`src/rtl/host_rx_word_packer_pkg.sv`:
```
// Shared field offsets, state encoding and limits for the host receive word packer.
package host_rx_word_packer_pkg;

  localparam int SLOTS  = 16;
  localparam int BYTE_W = 8;

  localparam int WORD_W      = 134;
  localparam int WORD_HEAD   = 133;
  localparam int WORD_TAIL   = 132;
  localparam int WORD_IDX_HI = 131;
  localparam int WORD_IDX_LO = 128;

  localparam int DESC_W       = 31;
  localparam int DESC_CTRL_HI = 30;
  localparam int DESC_CTRL_LO = 12;
  localparam int DESC_LEN_HI  = 11;
  localparam int DESC_LEN_LO  = 1;
  localparam int DESC_ERR     = 0;

  localparam int MAX_LEN_DEFAULT = 1522;
  localparam logic [10:0] LEN_SAT = 11'd2047;

  typedef enum logic [1:0] {
    ST_IDLE = 2'd0,
    ST_PACK = 2'd1
  } state_e;

endpackage

```
`src/rtl/host_rx_word_packer_byte_slot.sv`:
```
// 16x8 byte slot register with indexed write and whole-register clear on emit.
// ov_bytes_merged shows the slots with this cycle's write already applied.
module host_rx_byte_slot
  import host_rx_word_packer_pkg::*;
(
  input  logic         i_clk,
  input  logic         i_rst_n,
  input  logic         i_wr,
  input  logic [3:0]   iv_idx,
  input  logic [7:0]   iv_byte,
  input  logic         i_clr,
  output logic [127:0] ov_bytes_merged
);

  generate
    for (genvar gi = 0; gi < SLOTS; gi++) begin : g_slot
      logic [BYTE_W-1:0] slot_q;
      logic [BYTE_W-1:0] slot_d;

      always_comb begin
        slot_d = slot_q;
        if (i_wr && (iv_idx == 4'(gi))) begin
          slot_d = iv_byte;
        end
      end

      // Slot 0 is the first byte of the word and lands in the top byte lane.
      assign ov_bytes_merged[127-BYTE_W*gi -: BYTE_W] = slot_d;

      always_ff @(posedge i_clk or negedge i_rst_n) begin
        if (!i_rst_n) begin
          slot_q <= '0;
        end else if (i_clr) begin
          slot_q <= '0;
        end else begin
          slot_q <= slot_d;
        end
      end
    end
  endgenerate

endmodule

```
`src/rtl/host_rx_word_packer.sv`:
```
// Packs the delimited byte stream into 134-bit buffer words and emits one
// descriptor (control word, length, error) per frame.
module host_rx_word_packer
  import host_rx_word_packer_pkg::*;
#(
  parameter int MAX_LEN = MAX_LEN_DEFAULT
) (
  input  logic         i_clk,
  input  logic         i_rst_n,
  input  logic [8:0]   iv_data,
  input  logic         i_data_wr,
  input  logic [18:0]  iv_ctrl_data,
  output logic [133:0] ov_word,
  output logic         o_word_wr,
  output logic [30:0]  ov_desc,
  output logic         o_desc_wr,
  output logic [1:0]   ov_state
);

  state_e        state_q, state_d;
  logic [3:0]    cnt_q, cnt_d;
  logic [10:0]   len_q, len_d;
  logic [10:0]   len_inc;
  logic          head_q, head_d;
  logic [18:0]   ctrl_q, ctrl_d;
  logic [15:0]   stray_q, stray_d;
  logic [133:0]  word_q, word_d;
  logic          word_wr_q, word_wr_d;
  logic [30:0]   desc_q, desc_d;
  logic          desc_wr_q, desc_wr_d;

  logic          slot_wr;
  logic          slot_clr;
  logic [3:0]    slot_idx;
  logic [127:0]  slot_bytes;

  host_rx_byte_slot u_slot (
    .i_clk           (i_clk),
    .i_rst_n         (i_rst_n),
    .i_wr            (slot_wr),
    .iv_idx          (slot_idx),
    .iv_byte         (iv_data[7:0]),
    .i_clr           (slot_clr),
    .ov_bytes_merged (slot_bytes)
  );

  assign len_inc = (len_q == LEN_SAT) ? len_q : len_q + 11'd1;

  always_comb begin
    state_d   = state_q;
    cnt_d     = cnt_q;
    len_d     = len_q;
    head_d    = head_q;
    ctrl_d    = ctrl_q;
    stray_d   = stray_q;
    word_d    = '0;
    word_wr_d = 1'b0;
    desc_d    = '0;
    desc_wr_d = 1'b0;
    slot_wr   = 1'b0;
    slot_clr  = 1'b0;
    slot_idx  = cnt_q;

    if (i_data_wr) begin
      case (state_q)
        ST_IDLE: begin
          if (iv_data[8]) begin
            ctrl_d   = iv_ctrl_data;
            slot_wr  = 1'b1;
            slot_idx = 4'd0;
            cnt_d    = 4'd1;
            len_d    = 11'd1;
            head_d   = 1'b1;
            state_d  = ST_PACK;
          end else begin
            stray_d = stray_q + 16'd1;
          end
        end
        ST_PACK: begin
          slot_wr = 1'b1;
          len_d   = len_inc;
          if (!iv_data[8]) begin
            if (cnt_q == 4'd15) begin
              word_d[WORD_HEAD]                = head_q;
              word_d[WORD_TAIL]                = 1'b0;
              word_d[WORD_IDX_HI:WORD_IDX_LO]  = 4'd15;
              word_d[127:0]                    = slot_bytes;
              word_wr_d = 1'b1;
              slot_clr  = 1'b1;
              head_d    = 1'b0;
              cnt_d     = 4'd0;
            end else begin
              cnt_d = cnt_q + 4'd1;
            end
          end else begin
            // Tail byte: close the word and the frame in the same cycle.
            word_d[WORD_HEAD]                = head_q;
            word_d[WORD_TAIL]                = 1'b1;
            word_d[WORD_IDX_HI:WORD_IDX_LO]  = cnt_q;
            word_d[127:0]                    = slot_bytes;
            desc_d[DESC_CTRL_HI:DESC_CTRL_LO] = ctrl_q;
            desc_d[DESC_LEN_HI:DESC_LEN_LO]   = len_inc;
            desc_d[DESC_ERR]                  = (int'(len_inc) > MAX_LEN);
            word_wr_d = 1'b1;
            desc_wr_d = 1'b1;
            slot_clr  = 1'b1;
            head_d    = 1'b0;
            cnt_d     = 4'd0;
            len_d     = 11'd0;
            state_d   = ST_IDLE;
          end
        end
        default: state_d = ST_IDLE;
      endcase
    end
  end

  always_ff @(posedge i_clk or negedge i_rst_n) begin
    if (!i_rst_n) begin
      state_q   <= ST_IDLE;
      cnt_q     <= '0;
      len_q     <= '0;
      head_q    <= 1'b0;
      ctrl_q    <= '0;
      stray_q   <= '0;
      word_q    <= '0;
      word_wr_q <= 1'b0;
      desc_q    <= '0;
      desc_wr_q <= 1'b0;
    end else begin
      state_q   <= state_d;
      cnt_q     <= cnt_d;
      len_q     <= len_d;
      head_q    <= head_d;
      ctrl_q    <= ctrl_d;
      stray_q   <= stray_d;
      word_q    <= word_d;
      word_wr_q <= word_wr_d;
      desc_q    <= desc_d;
      desc_wr_q <= desc_wr_d;
    end
  end

  assign ov_word   = word_q;
  assign o_word_wr = word_wr_q;
  assign ov_desc   = desc_q;
  assign o_desc_wr = desc_wr_q;
  assign ov_state  = state_q;

endmodule
```
`config.mk`:
```
export PLATFORM = sky130hd
export DESIGN_NAME = host_rx_word_packer
export DESIGN_NICKNAME = d
export VERILOG_FILES = /design/src/rtl/host_rx_word_packer_pkg.sv /design/src/rtl/host_rx_word_packer_byte_slot.sv /design/src/rtl/host_rx_word_packer.sv
export SDC_FILE = /design/constraint.sdc
export NUM_CORES = 1
export LEC_CHECK = 0
export ABC_AREA = 1
export BUFFER_PORTS_ARGS = -buffer_cell sky130_fd_sc_hd__buf_2
export CORE_ASPECT_RATIO = 0.9
export CORE_MARGIN = 2
export CORE_UTILIZATION = 61
export CTS_CLUSTER_SIZE = 40
export DETAILED_ROUTE_END_ITERATION = 8
export GPL_TIMING_DRIVEN = 0
export PLACE_DENSITY = 0.84
export SLEW_MARGIN = 15
export SYNTH_ARGS = -nofsm -noshare
export SYNTH_HDL_FRONTEND = slang
export SYNTH_HIERARCHICAL = 1
export SYNTH_SLANG_ARGS = --single-unit
export TNS_END_PERCENT = 20
```
`constraint.sdc`:
```
create_clock -name i_clk -period 3 [get_ports i_clk]
set_input_delay 0.6 -clock i_clk [delete_from_list [all_inputs] [get_ports i_clk]]
set_output_delay 0.6 -clock i_clk [all_outputs]
set_load 0.01 [all_outputs]
```
==> run_results.csv <==
group,metric,value,unit
run_status,status,"finished clean",
pwr,p_sw,3200,uW
timing,slew_viol_final,0,
floorplanning,die_area,23800,um^2
detailed_routing,vias,11100,
place,dpl.hpwl,21.3,mm
floorplanning,core_area,22300,um^2
detailed_routing,ant_nets,0,
yosys,syn_area,13800,um^2
floorplanning,initial_utilization,61.7,%
yosys,yosysSeqAreaShare,60.0,%
pwr,pwr-share-comb,17.0,%
pwr,intPower,8240,uW
timing,final_hold_viol_count,0,
worst_setup_path,cp_slowest_stage_delay,0.52,ns
place,dp_worst_setup_slack,-0.0841,ns
final_layout,nFillCells,1592,
pwr,p_leak,0.0100,uW
pwr,total_power,11400,uW
clock_tree,numCtsBuffers,34,
yosys,synthCells,1679,
timing,worstMarginPinSlew,0.797,ns
yosys,synth_cell_types,35,
timing,holdWs,0.114,ns
yosys,netlist.top_cell.by_area,"dfrtp_1",
global_route,grt_pass1_wl,53.7,mm
yosys,synth_top_cells_by_count,"inv_1, nand2_1, dfrtp_1, nor2_1, clkbuf_1",
yosys,ys_warn_count,6,
clock_tree,worstSkewPairLatency,0.50,ns
yosys,yosysMostFrequentCell,"inv_1",
pwr,power.share.clock,38.3,%
clock_tree,cts_setup_buffers,0,
clock_tree,cts_buffer_depth,3,
timing,timing.final.ws_setup,0.120,ns
clock_tree,htreeDepth,2,
final_layout,num_antenna_cells,0,
timing,fin_crit_sh,96.0,%
yosys,syn_avg_cell_area,8.20,um^2
timing,tns,0,ns
detailed_routing,post_drt_wl_per_cell,15.0,um
detailed_routing,first_pass_iters,5,
place,io_buffers,198,
clock_tree,cts.repair.resized,0,
pwr,power.density,698,nW/um^2
worst_setup_path,crit_required,3.35,ns
yosys,synth_ff_type,"dfrtp_1",
yosys,yosysTopAreaCellShare,60.0,%
timing,finalSetupViolCount,0,
global_route,grt_pass1_vias,10800,
yosys,async_flop_share,100,%
worst_setup_path,crit_arrival,3.23,ns
timing,fin_crit,2.88,ns
global_route,grt_overflow,0,
timing,clock.fmax,0.347,GHz
global_route,track_usage,28.4,%
floorplanning,io_pins,200,
floorplanning,rows,52,
yosys,synth-seq-cells,330,
final_layout,final_util,73.4,%
detailed_routing,drc,0,
clock_tree,cts_sinks,330,
final_layout,area_growth,19.1,%
job,cap_violations,0,
yosys,synth_fp_nets,1712,
yosys,synth_area_leaders,"dfrtp_1, inv_1, nand2_1",
worst_setup_path,cp-end-kind,"flip-flop",
yosys,synth-edff-count,0,
worst_setup_path,critPathMaxFanout,10,
final_layout,final_layout_size_suffix_gt1_share,15.8,%
detailed_routing,viasPerCell,4.96,
timing,rsz0062_at_grt,"yes",
clock_tree,cts_hold_buffers,0,
worst_setup_path,r2r.worst_path.cells,11,
global_route,antenna_found_initial,0,
timing,fin_worst_skew,0.0103,ns
pwr,p_seq_share,44.7,%
worst_setup_path,startpoint_type,"flip-flop",
worst_setup_path,critical_path.cell_chain,"nor2_2 > clkbuf_1 > nor2_1 > inv_1 > nand3_1 > nor2_1 > nand2_1 > nand2_1 > inv_1 > inv_1 > nor2_1",
detailed_routing,drt_wl_total,33.4,mm
floorplanning,fp.dieH,146,um
clock_tree,root_buffer,"clkbuf_16",
worst_setup_path,worstSetupPathType,"reg2reg",
pwr,irDropWorstVdd,0.450,mV
place,finalWeightedCongestion,0.880,
final_layout,nets,1949,
detailed_routing,drt_iter0_drc,889,
worst_setup_path,cp_slowest_cell,"nor2_1",
worst_hold_path,min-delay-path-class,"in2async",
pwr,p_sw_share,28.0,%
timing,relSlewSlack,46.9,%
clock_tree,clkTransAtPathRegs,0.06,ns
floorplanning,die_w,162,um
global_route,grt_max_degree,114,
clock_tree,cts_tree,"yes",
power by group through the flow:
stage	combinational (uW)	sequential, uW	clock [uW]
3_3_place_gp	1790	5170	0
3_5_place_dp	1880	5190	0
6_report	1950	5120	4380
5_1_grt	2210	5160	4640
4_1_cts	1930	5120	4430
2_1_floorplan	1280	5190	0
final cells by class:
class | instances | area (um^2) | share of cell area [%]
well taps | 297 | 372 | 2.27
repair buffers | 201 | 1080 | 6.61
multi-input cells | 860 | 3630 | 22.1
inverters | 434 | 1630 | 9.97
clock buffers | 48 | 1020 | 6.21
flip-flops and latches | 330 | 8260 | 50.4
clock inverters | 9 | 154 | 0.939
plain buffers | 55 | 245 | 1.50
layout by cell type (no fill, tap or decap), types with 2 or more instances in the layout:
cell type,count
o21ai_0,24
nor2_8,2
nand3_2,3
nand4_1,20
clkbuf_1,38
a21oi_1,9
clkbuf_16,37
nor2_4,5
o21bai_1,16
nor2_2,6
buf_4,4
inv_1,427
a21oi_2,3
nand3_1,14
clkinvlp_4,2
o22ai_1,6
buf_16,3
nand2_1,418
buf_2,216
clkinv_4,2
nor2_1,312
clkbuf_8,5
bufinv_16,4
nor3_1,3
clkinv_2,2
dfrtp_1,330
ha_1,2
xor2_1,3
nand2_2,3
inv_2,6
per-layer routing:
metal / routed length [um] / vias up / track usage [%] / part of all wire [%]
li1: - / 5226 / - / -
met1: 13500 / 5224 / 39.0 / 40
met2: 16000 / 532 / 46.5 / 48
met3: 2750 / 98 / 4.18 / 8.2
met4: 1170 / 0 / 10.9 / 3.5
met5: 0 / - / 0 / 0
stage by stage:
stage               area, um^2  instances
floorplan                13800       1679
global placement         15100       2174
detailed placement       15200       2177
CTS                      16400       2234
global route             16400       2234
finish                   16400       2234
state kept, by name (all words and copies together) (netlist names):
name	count
head_q	1
u_slot/g_slot.slot_q	128
len_q	11
ov_word	134
o_word_wr	1
ctrl_q	19
ov_desc	31
cnt_q	4
ov_state	1
path summary, 6_finish.rpt:
path / endpoint / slack (ns) / from
worst max register to register: ov_word[67] / 0.12 / ov_state[0]
min in group i_clk: ctrl_q[18] / 0.31 / iv_ctrl_data[18]
worst max-delay path: ov_word[67] / 0.12 / ov_state[0]
max in group asynchronous: ov_word[108] / 1.98 / i_rst_n
worst min-delay path: ov_word[77] / 0.11 / i_rst_n
worst min register to register: ov_desc[12] / 0.49 / ctrl_q[0]
cell families (layout without fill, tap and decap cells):
group	after synthesis	count (layout)	synth area share [%]
AOI/OAI and AO/OA	64	64	2.86
xor gates and xnor gates	4	4	0.255
adders and majority gates	2	2	0.182
other	1	1	0.0273
DFF	330	330	60.0
and+or+nand+nor	789	789	23.0
buffers and inverters	489	747	13.7
critical path: cells and delay by family (launching register included):
family	cells	cell delay [ns]
buffers and inverters	4	0.75
DFF	1	0.44
and+or+nand+nor	7	1.55
Power figures use the tool's default switching activity.
